$ cat config.mk
export PLATFORM = sky130hd
export DESIGN_NAME = axis_string_arbiter
export DESIGN_NICKNAME = d
export VERILOG_FILES = /design/src/rtl/axis_string_pkg.sv /design/src/rtl/rr_pick.sv /design/src/rtl/axis_string_arbiter.sv
export SDC_FILE = /design/constraint.sdc
export NUM_CORES = 1
export LEC_CHECK = 0
export ABC_CLOCK_PERIOD_IN_PS = 2600
export BUFFER_PORTS_ARGS = -buffer_cell sky130_fd_sc_hd__buf_2
export CAP_MARGIN = 20
export CORE_ASPECT_RATIO = 0.75
export CORE_MARGIN = 2
export CORE_UTILIZATION = 41
export DETAILED_ROUTE_END_ITERATION = 12
export HOLD_SLACK_MARGIN = 0.03
export PLACE_DENSITY = 0.86
export SYNTH_ARGS = -nofsm -noshare
export SYNTH_HDL_FRONTEND = slang
export SYNTH_SLANG_ARGS = --single-unit
$ cat constraint.sdc
create_clock -name aclk -period 2.6 [get_ports aclk]
set_clock_uncertainty 0.15 [all_clocks]
set_input_delay 0.26 -clock aclk [delete_from_list [all_inputs] [get_ports aclk]]
set_output_delay 0.26 -clock aclk [all_outputs]
set_load 0.1 [all_outputs]
$ cat src/rtl/axis_string_pkg.sv
// Shared definitions for the string arbiter: FSM states, default
// message terminator and the width of the destination index.
package axis_string_pkg;

  typedef enum logic {
    IDLE = 1'b0,
    PASS = 1'b1
  } state_t;

  localparam logic [7:0]  DEFAULT_TERMINATION = 8'h0A;
  localparam int unsigned TDEST_W             = 4;

endpackage

$ cat src/rtl/rr_pick.sv
// Round-robin requester selection: first asserted request found by
// scanning upward from last+1, wrapping modulo CHANNELS.
module rr_pick
  import axis_string_pkg::*;
#(
  parameter int unsigned CHANNELS = 4
) (
  input  logic [CHANNELS-1:0] req,
  input  logic [TDEST_W-1:0]  last,
  output logic [TDEST_W-1:0]  grant,
  output logic                any
);

  // Offsets are visited in priority order; a constant channel index is
  // matched against each offset so every select stays a fixed bit.
  always_comb begin
    grant = '0;
    any   = 1'b0;
    for (int unsigned i = 1; i <= CHANNELS; i++) begin
      for (int unsigned j = 0; j < CHANNELS; j++) begin
        if (!any && req[j] && (((32'(last) + i) % CHANNELS) == j)) begin
          grant = TDEST_W'(j);
          any   = 1'b1;
        end
      end
    end
  end

endmodule

$ cat src/rtl/axis_string_arbiter.sv
// Multi-channel byte-stream arbiter: grants one requester at a time in
// round-robin order and holds the grant until a terminator byte or the
// per-grant length limit has been transferred.
module axis_string_arbiter
  import axis_string_pkg::*;
#(
  parameter int unsigned CHANNELS    = 4,
  parameter logic [7:0]  TERMINATION = DEFAULT_TERMINATION,
  parameter int unsigned MAX_LEN     = 256
) (
  input  logic                  aclk,
  input  logic                  arstn,
  input  logic [CHANNELS*8-1:0] s_axis_tdata,
  input  logic [CHANNELS-1:0]   s_axis_tvalid,
  output logic [CHANNELS-1:0]   s_axis_tready,
  output logic [7:0]            m_axis_tdata,
  output logic                  m_axis_tvalid,
  input  logic                  m_axis_tready,
  output logic                  m_axis_tlast,
  output logic [TDEST_W-1:0]    m_axis_tdest
);

  localparam int unsigned      CNT_W    = $clog2(MAX_LEN + 1);
  localparam logic [CNT_W-1:0] CNT_LAST = CNT_W'(MAX_LEN - 1);

  state_t             state;
  logic [TDEST_W-1:0] grant;
  logic [TDEST_W-1:0] last_grant;
  logic [TDEST_W-1:0] pick;
  logic               pick_any;
  logic [CNT_W-1:0]   count;
  logic [7:0]         sel_data;
  logic               sel_valid;
  logic               hs;

  rr_pick #(
    .CHANNELS(CHANNELS)
  ) u_rr_pick (
    .req  (s_axis_tvalid),
    .last (last_grant),
    .grant(pick),
    .any  (pick_any)
  );

  // Route the granted channel through; outside PASS everything stays quiet
  always_comb begin
    sel_data      = '0;
    sel_valid     = 1'b0;
    s_axis_tready = '0;
    if (state == PASS) begin
      for (int unsigned c = 0; c < CHANNELS; c++) begin
        if (grant == TDEST_W'(c)) begin
          sel_data         = s_axis_tdata[c*8 +: 8];
          sel_valid        = s_axis_tvalid[c];
          s_axis_tready[c] = m_axis_tready;
        end
      end
    end
  end

  assign m_axis_tdata  = sel_data;
  assign m_axis_tvalid = sel_valid;
  assign m_axis_tdest  = grant;
  assign m_axis_tlast  = (state == PASS) &&
                         ((sel_data == TERMINATION) || (count == CNT_LAST));
  assign hs            = sel_valid & m_axis_tready;

  // Arbitration FSM: one bubble cycle in IDLE to register the pick, then
  // pass bytes until a handshake carries tlast
  always_ff @(posedge aclk or negedge arstn) begin
    if (!arstn) begin
      state      <= IDLE;
      grant      <= '0;
      last_grant <= TDEST_W'(CHANNELS - 1);
      count      <= '0;
    end else begin
      case (state)
        IDLE: begin
          if (pick_any) begin
            grant <= pick;
            count <= '0;
            state <= PASS;
          end
        end
        PASS: begin
          if (hs) begin
            if (m_axis_tlast) begin
              last_grant <= grant;
              state      <= IDLE;
            end else begin
              count <= count + 1'b1;
            end
          end
        end
      endcase
    end
  end

endmodule

Word level (Yosys, flattened, before mapping)

Cells that the tools add are included.

Register bits after elaboration: 14
Bits of input ports: 39
Output and inout bits: 18
Logic and storage cells: 141

$add $sub $neg: 5
Reduce and logical (&&, ||, !) cells: 56
Bitwise gates (word level): 2
Muxes and demuxes: 54
Equality and inequality tests: 20

Operators with widths:

| cell                                                  | number |
|---|---|
| zero test 32 bit                                      | 4 |
| two-way mux 8 bit                                     | 5 |
| logical AND 1 bit                                     | 32 |
| two-way mux 1 bit                                     | 29 |
| two-way mux 2 bit                                     | 14 |
| two-way mux 9 bit                                     | 3 |
| == test 2 bit, second input constant                  | 10 |
| one-hot mux 9 bit (2 select lines)                    | 1 |
| zero test 1 bit                                       | 15 |
| == test 2 x 1 -> 1 bit, second input constant         | 5 |
| adder 9 x 1 -> 9 bit, second input constant           | 1 |
| == test 9 x 8 -> 1 bit, second input constant         | 1 |
| == test 8 x 4 -> 1 bit, second input constant         | 1 |
| AND reduction 3 bit                                   | 2 |
| adder 2 x 1 -> 2 bit, second input constant           | 2 |
| adder 2 bit, second input constant                    | 2 |
| zero test 4 bit                                       | 1 |
| two-way mux 4 bit                                     | 1 |
| inequality test 2 bit, second input constant          | 2 |
| inequality test 2 x 1 -> 1 bit, second input constant | 1 |
| one-hot mux 1 bit (2 select lines)                    | 1 |
| AND reduction 2 bit                                   | 1 |
| AND 1 bit                                             | 1 |
| logical OR 1 bit                                      | 1 |
| NOT 1 bit                                             | 1 |

Logic depth before layout (Yosys ltp)

Gate-level depths: netlist (run 1).

Word-level depth: 66
Depth in mapped cells: 9
Mapped depth without buffers: 8

Hierarchy

Synthesis (run 1) repeated with hierarchy kept, for this count alone.

Cells, all modules: 184
Area total of the unflattened synthesis: 1570.3 um^2

Modules (own cells, without submodules):

| module              | instances | area each (um^2) | seq. area each (um^2) | cells each |
|---|---|---|---|---|
| axis_string_arbiter | 1         | 1472.7           | 452.9                 | 167 |
| rr_pick             | 1         | 97.6             | 0.0                   | 17 |

Least setup slack after synthesis (run 1)

OpenSTA, ideal clock, no wires.

Kind: reg-to-output
From: register grant[1] (netlist: m_axis_tdest[1])
To: output s_axis_tready[2]
Arrival time: 3460 ps
Buffers on the path: 1
Data required time: 2190 ps
Setup slack: -1270 ps
Cell stages (with the launch flop): 4
Path through: dfrtp_1 buf_2 inv_1 nor3_1

Longest elaborated chain between the ends: 3

Ends and longest elaborated chain:

| what                   | line                      | RTL |
|---|---|---|
| from (decl)            | axis_string_arbiter.sv:27 | `logic [TDEST_W-1:0] grant;` |
| from (signal assigned) | axis_string_arbiter.sv:80 | `grant <= pick;` |
| == test 2 bit          | axis_string_arbiter.sv:52 | `if (grant == TDEST_W'(c)) begin` |
| two-way mux 1 bit      | axis_string_arbiter.sv:52 |  |
| two-way mux 4 bit      | axis_string_arbiter.sv:50 | `if (state == PASS) begin` |
| to (decl)              | axis_string_arbiter.sv:15 | `output logic [CHANNELS-1:0] s_axis_tready,` |

No other way between the ends.

Final worst setup path (run 1)

From: register grant[0] (netlist: m_axis_tdest[0])
To: output m_axis_tlast

Longest elaborated chain between the ends: 9
Elaborated cells between the ends (all ways): 12
Those cells by class: eq/ne (4); mux (5); reduce/logical (3)

Ends and longest elaborated chain:

| what                            | line                      | RTL |
|---|---|---|
| zero test 4 bit                 | axis_string_arbiter.sv:52 |  |
| two-way mux 8 bit (3 in series) | axis_string_arbiter.sv:52 |  |
| two-way mux 8 bit (*)           | axis_string_arbiter.sv:52 |  |
| two-way mux 8 bit (*)           | axis_string_arbiter.sv:50 |  |
| == test 8 x 4 -> 1 bit (*)      | axis_string_arbiter.sv:65 | `((sel_data == TERMINATION) \|\| (count == CNT_LAST));` |
| logical OR 1 bit (*)            | axis_string_arbiter.sv:65 |  |
| logical AND 1 bit (*)           | axis_string_arbiter.sv:64 | `assign m_axis_tlast = (state == PASS) &&` |
| to (decl)                       | axis_string_arbiter.sv:19 | `output logic m_axis_tlast,` |

Mark *: on every way between the ends. The rest lies on a longest branch, timed or not.

==> summary.md, run 1 <==
| Metric | Value |
|---|---|
| Area growth syn-to-layout | `46.6%` |
| Drt drc | `0` |
| Detailed Routing Iterations Pass 1 | `4` |
| Post-Synth Simple-Gate Area | `between 20% and 30%` |
| Worst-case reg-to-reg path depth | `8` |
| Worst EP arrival | `2.38 ns` |
| Gr ovfl total | `0` |
| Compound-Gate Fraction of Synth Area | `16.8%` |
| Peak supply drop | `0.458 mV` |
| Failing checks | `setup timing` |
| Worst setup path class | `register to output port` |
| Num CTS Buffers | `3` |
| Number of flops mapped to enable cells by yosys | `0` |
| Yosys top cell area share | `between 20% and 30%` |
| Slew headroom | `66.0%` |
| CTS sink count | `14` |
| Run status | `finished with violations` |
| Most frequent cell after synthesis | `dfrtp_1` |
| Via count | `1202` |
| CP Max Fanout | `6` |
| Adder-Cell Fraction of Synth Area | `2.18%` |
| Critical path origin | `m_axis_tdest[0]` |
| Clock tree buffer depth | `2` |
| Area of the core | `0.00264 mm²` |
| Setup ws final | `-0.193 ns` |
| Global Route Usage Sum | `19.4%` |
| Worst Hold Class | `input port to asynchronous set/reset pin` |
| Chip height | `49.8 µm` |
| Critical Path RT | `2.19 ns` |
| Cell Pwr Density | `1390 mW/mm²` |
| CTS tree | `built` |
| RR Endpoint | `count[6]` |
| WL final | `3.38 mm` |
| Die ar. | `0.00324 mm²` |
| Worst-Skew Late Latency | `0.24 ns` |
| Post-synthesis cell count | `approximately 120` |
| PnR Total Power | `2.33 mW` |
| Pin count of the biggest net entering global routing | `18` |
| Total of max-cap violations | `0` |
| Post-route clock period utilization | `107%` |
| Starting Density | `between 40 and 50%` |
| DPL Wire Length | `~2.4 mm` |
| Synth Flop Type | `dfrtp_1` |
| Mux share of post-synthesis cell area | `around a fifth` |
| Clock transition at path regs | `0.06 ns` |
| H-tree depth | `1` |
| Critical R2R Launch | `m_axis_tdest[0]` |
| Largest family of logic cells by synthesized area | `simple AND/OR/NAND/NOR gates` |
| Leak | `0.768 nW` |
| GP Congestion | `0.778` |
| RSZ-0062 raised after global routing | `yes` |
| Peak Freq | `0.358 GHz` |
| Root buf cell | `clkbuf_8` |
| Cell taking the most area after synthesis | `dfrtp_1` |
| Setup crit start kind | `register` |
| Post-DRT Antenna Nets | `0` |
| Layout Cells excl Fill | `215` |
| Die width | `65.1 µm` |
| Commonest cells post-synth | `dfrtp_1 (12), mux4_2 (9), and2_1 (8), inv_1 (8)` |
| Final setup violating endpoints | `12` |
| Reg2reg setup slack | `-0.16 ns` |
| Syn Std Cell Area | `0.00115 mm²` |
| Slew Viols, Final | `0` |
| Antenna violations before repair | `0` |
| Share of cells above drive strength 1 | `53.6%` |
| I/O pin cnt | `57` |
| Post-route minimum period | `2.79 ns` |
| Initial drt markers | `56` |
| Vias in the first global route | `1133` |
| Avg Vias per Cell | `5.59` |
| Antenna diode count | `0` |
| Seq/Total Area, Yosys | `30.8%` |
| CP endpoint kind | `output port` |
| Number of synthesized register bits | `14` |
| Number of nets in the layout | `221` |
| Port Buf Inserts | `54` |
| Drt wl/cell | `15.7 µm` |
| Placed cells | `around 210` |
| # rows | `16` |
| Post-synth ARST share | `100%` |
| Least-Margin Pin Slew | `0.513 ns` |
| First-pass GRT wire length | `4.93 mm` |
| Average cell area after synthesis | `9.97 µm²` |
| Synth Area in XOR/XNOR | `0%` |
| Area contributors post-synth | `dfrtp_1 (26%), mux4_2 (18%), dfstp_2 (4.6%), and2_1 (4.4%), o31ai_1 (3.3%)` |
| Synth warn | `0` |
| Hold Vio Cnt, Final | `0` |
| Synth unique cells | `37` |
==> cells in the final DEF, fill, tap and decap left out, drive strengths merged, types with 3 or more instances in the layout <==
cell type,Yosys,layout
buf,7,64
dfrtp,12,12
mux4,9,9
inv,8,8
and2,8,8
nand2,7,7
nand3,7,7
o21ai,6,6
clkbuf,1,6
o31ai,5,5
nor2,5,5
a21oi,4,4
o211ai,4,4
nor3,4,4
nand2b,3,3
==> how the worst max path moves through the flow <==
stage | end
finish | m_axis_tlast
global route | m_axis_tlast
CTS | m_axis_tlast
detailed placement | m_axis_tlast
global placement | m_axis_tlast
floorplan | m_axis_tlast
==> worst max-delay path: stages, from the launching register on <==
cell and delay [ns]:
dfrtp_4 0.47, mux4_2 0.52, or4b_4 0.58, nor4b_4 0.27, a21o_4 0.14, buf_12 0.16
==> flip-flops by register name, summed over array words and instances, names as in the netlist <==
signal        flops
count             9
last_grant        2
m_axis_tdest      2
state             1
==> layer usage <==
layer / track usage [%] / vias up / wire [µm]
met2: 32.5 / 59 / 1650
met1: 24.5 / 574 / 1370
met4: 8.68 / 0 / 76
met5: 0 / - / 0
li1: - / 560 / -
met3: 3.65 / 9 / 284
==> kinds of logic (layout without fill, tap and decap cells) <==
kind of cell               Yosys count  count (layout)
AOI/OAI and AO/OA                   26              26
adders and majority gates            2               2
buffers and inverters               16              79
DFF                                 14              14
muxes                               12              12
other                                1               2
and+or+nand+nor                     44              44
==> final cells by class <==
| cell class | count | area, µm² |
|---|---|---|
| Inverter | 8 | 30.0 |
| Tap cell | 36 | 45.0 |
| Clock buffer | 4 | 55.1 |
| Multi-Input combinational cell | 86 | 756 |
| Timing Repair Buffer | 67 | 437 |
| Fill cell | 214 | 962 |
| Sequential cell | 14 | 358 |
==> power by group <==
part	switching, mW	internal [mW]	total, mW
Clock	0.0750	0.134	0.209
Sequential	0.0841	0.290	0.374
Combinational	1.25	0.497	1.74
==> per-stage QoR <==
stage          setup slack, ns  instance area [µm²]  setup TNS (ns)  hold slack [ns]  utilization, %
2_1_floorplan           -0.216                 1200           -1.92           -0.186               -
3_3_place_gp            0.0884                 1540               0          0.00649            58.2
5_1_grt                 -0.293                 1680           -2.64            0.330            63.6
6_report                -0.193                 1680           -1.36            0.292            63.6
3_5_place_dp            0.0428                 1540               0           0.0154            58.2
4_1_cts                 -0.223                 1600          -0.223            0.284            60.7
==> what timing repair did <==
item                                    in CTS  in global routing
hold buffers                                 1                  0
setup buffers                                0                  2
gates resized for setup                      0                  3
endpoints found under the setup margin       1                  8
endpoints found under the hold margin       14                  0
cloned                                       0                  2
pin swaps                                    0                  2
Power figures use the tool's default switching activity.
==> run 2, diff against run 1 <==
--- a/config.mk
+++ b/config.mk
@@ -5,15 +5,17 @@
 export SDC_FILE = /design/constraint.sdc
 export NUM_CORES = 1
 export LEC_CHECK = 0
+export ABC_AREA = 1
 export ABC_CLOCK_PERIOD_IN_PS = 2600
 export BUFFER_PORTS_ARGS = -buffer_cell sky130_fd_sc_hd__buf_2
 export CAP_MARGIN = 20
 export CORE_ASPECT_RATIO = 0.75
 export CORE_MARGIN = 2
-export CORE_UTILIZATION = 41
+export CORE_UTILIZATION = 45
 export DETAILED_ROUTE_END_ITERATION = 12
 export HOLD_SLACK_MARGIN = 0.03
-export PLACE_DENSITY = 0.86
+export PLACE_DENSITY = 0.87
+export RECOVER_POWER = 100
 export SYNTH_ARGS = -nofsm -noshare
 export SYNTH_HDL_FRONTEND = slang
 export SYNTH_SLANG_ARGS = --single-unit
==> summary.md, run 2 <==
| Metric | Value |
|---|---|
| Chip height | `54.3 µm` |
| CTS sink count | `14` |
| Avg Vias per Cell | `5.05` |
| Vias in the first global route | `roughly 1500` |
| Peak Freq | `0.406 GHz` |
| Die width | `a little over 70 µm` |
| Detailed Routing Iterations Pass 1 | `4` |
| WL final | `~3.9 mm` |
| Share of cells above drive strength 1 | `32.4%` |
| Port Buf Inserts | `54` |
| Starting Density | `46.5%` |
| Synth warn | `0` |
| H-tree depth | `1` |
| First-pass GRT wire length | `6.15 mm` |
| Synth unique cells | `33` |
| Worst-Skew Late Latency | `0.25 ns` |
| Drt drc | `0` |
| Num CTS Buffers | `3` |
| Synth Area in XOR/XNOR | `2.89%` |
| Seq/Total Area, Yosys | `23.2%` |
| Worst EP arrival | `2.05 ns` |
| Post-Route Setup TNS | `0 ns` |
| Initial drt markers | `between 60 and 70` |
| Post-route minimum period | `around 2.5 ns` |
| Cell taking the most area after synthesis | `dfrtp_1` |
| Global Route Usage Sum | `19.7%` |
| Largest family of logic cells by synthesized area | `simple AND/OR/NAND/NOR gates` |
| Multi-input logic area | `0.00101 mm²` |
| Post-Synth Simple-Gate Area | `47.7%` |
| Top delay family on crit path | `simple AND/OR/NAND/NOR gates` |
| Filler instances | `303` |
| Die ar. | `0.00386 mm²` |
| Area growth syn-to-layout | `29.3%` |
| Post-DRT Antenna Nets | `0` |
| Drt wl/cell | `11.3 µm` |
| Pin count of the biggest net entering global routing | `15` |
| Hold Vio Cnt, Final | `0` |
| CP endpoint kind | `output port` |
| Worst setup path class | `register to output port` |
| Post-synthesis cell count | `roughly 250` |
| # rows | `18` |
| Critical Path RT | `approximately 2.2 ns` |
| Clock tree buffer depth | `2` |
| GP Congestion | `~0.87` |
| Post-synth ARST share | `between 90% and 100%` |
| Adder-Cell Fraction of Synth Area | `1.65%` |
| Clock transition at path regs | `roughly 0.060 ns` |
| CP Max Fanout | `7` |
| Most frequent cell after synthesis | `nand2_1` |
| Number of flops mapped to enable cells by yosys | `0` |
| DPL Wire Length | `3.05 mm` |
| Crit path largest cell delay | `0.50 ns` |
| Via count | `1746` |
| Synth Flop Type | `dfrtp_1` |
| Root buf cell | `clkbuf_8` |
| I/O pin cnt | `57` |
| Antenna diode count | `0` |
| Number of synthesized register bits | `14` |
| Gr ovfl total | `0` |
| Largest reg by FF count | `count` |
| Antenna violations before repair | `0` |
| Final setup violating endpoints | `0` |
| Register area | `358 µm²` |
| Highest-count cells in the layout ignoring fill and taps | `nand2_1 (68), buf_2 (46), nor2_1 (29)` |
| Slew Viols, Final | `0` |
| Yosys top cell area share | `19.8%` |
| Slew headroom | `22.9%` |
| Worst Hold Class | `input port to register` |
| CP Cell Sequence | `inv_6, nor2_4, nand2_1, nand2_1, o21ai_2, a21oi_4, nand2_1, nor2_1, nand2_1, nand2_2, nand2_4, clkinvlp_4, buf_12` |
| Compound-Gate Fraction of Synth Area | `9.73%` |
| Area contributors post-synth | `dfrtp_1 (20%), nand2_1 (17%), nor2_1 (8.4%), inv_1 (6.7%), nand3_1 (5.6%)` |
| Total of max-cap violations | `0` |
| Mux share of post-synthesis cell area | `0%` |
| Most common cell after layout, fill and taps aside | `nand2_1` |
| Setup crit start kind | `register` |
| Syn Std Cell Area | `between 0.0015 and 0.002 mm²` |
| Flip-flop count of the largest register after layout | `9` |
| Worst path most repeated cell | `nand2_1` |
| WP buf/inv | `3` |
| CP max stage cell | `dfrtp_4` |
| Area of the core | `approximately 0.0033 mm²` |
| Least-Margin Pin Slew | `1.16 ns` |
| Average cell area after synthesis | `around 6 µm²` |
| Number of nets in the layout | `approximately 350` |
| CTS tree | `built` |
| Post-route clock period utilization | `94.7%` |
| Run status | `finished clean` |
| Commonest cells post-synth | `nand2_1 (70), nor2_1 (34), inv_1 (27), nand3_1 (17), o21ai_0 (15)` |
run 2: cell types whose count changed in the layout (fill, tap and decap cells not counted), sizes merged, moves of 5 or more:
| cell | previous run | this run |
|---|---|---|
| buf | 64 | 54 |
| nand2 | 7 | 74 |
| nand3 | 7 | 18 |
| clkbuf | 6 | 12 |
| o31ai | 5 | 0 |
| nor2 | 5 | 39 |
| inv | 8 | 31 |
| mux4 | 9 | 0 |
| nand4 | 0 | 14 |
| o21ai | 6 | 21 |
| and2 | 8 | 0 |
run 2: worst register-to-register path, cell delays in order (launching register included):
cell and delay (ns):
dfstp_2 0.57, inv_2 0.06, nand3_1 0.09, nand2_1 0.10, nor2_2 0.17, nand4_2 0.13, nor2_2 0.11, nand4_2 0.10
nor2_1 0.11, nand4_1 0.10, nand2_2 0.23, nand2_1 0.12, nor2_1 0.12, nor2_1 0.05
run 2: cells by family (layout without fill, tap and decap cells):
| family | Yosys count | in the layout |
|---|---|---|
| other | 1 | 2 |
| buffers and inverters | 44 | 101 |
| xor gates and xnor gates | 5 | 5 |
| adders and majority gates | 2 | 2 |
| DFF | 14 | 14 |
| AOI/OAI and AO/OA | 26 | 26 |
| and+or+nand+nor | 156 | 156 |
run 2: worst paths after layout:
path                            cells past startpoint  slack (ns)       startpoint              end
worst min-delay path                                5        0.26    m_axis_tready    last_grant[0]
max in group asynchronous                           2        1.33            arstn  m_axis_tdest[0]
worst max-delay path                               13        0.14  m_axis_tdest[0]     m_axis_tlast
worst min register to register                      2        0.37         count[8]         count[8]
min in group asynchronous                           2        0.43            arstn         count[1]
worst max register to register                     13        0.29    last_grant[0]  m_axis_tdest[0]
run 2: repair_timing:
item | CTS | global route
hold buffers | 1 | 0
endpoints found under the setup margin | 0 | 1
hold endpoints to repair | 12 | 0
gates resized for setup | 0 | 5
setup buffers | 0 | 6
run 2: through the flow:
stage / std cells / utilization [%] / setup WS (ns) / hold WS (ns) / instance area, µm²
after floorplan: 249 / - / -0.316 / -0.186 / 1600
after global placement: 335 / 56.7 / 0.315 / 0.0184 / 1850
after detailed placement: 335 / 56.7 / 0.294 / 0.0203 / 1850
after CTS: 340 / 58.7 / 0.0250 / 0.255 / 1920
after global routing: 346 / 60.1 / -0.00357 / 0.273 / 1960
final: 346 / 60.1 / 0.137 / 0.257 / 1960
run 2: final cells by class:
cell class | count | area share [%]
Tap cell | 40 | 2.55
Inverter | 34 | 7.01
Timing Repair Buffer | 63 | 17.8
Clock buffer | 4 | 2.80
Sequential cell | 14 | 18.2
Multi-Input combinational cell | 191 | 51.6
run 2: per-layer routing:
layer	up-vias	track usage (%)	part of all wire [%]
met5	-	0	0
met4	0	3.46	0
met3	0	2.76	6.5
met2	64	35.8	48
met1	768	25.8	45
li1	914	-	-
Power of run 2 is left out: the tool's default activity adds up to more than one toggle a clock period on the data nets, which glitch-free logic cannot reach.
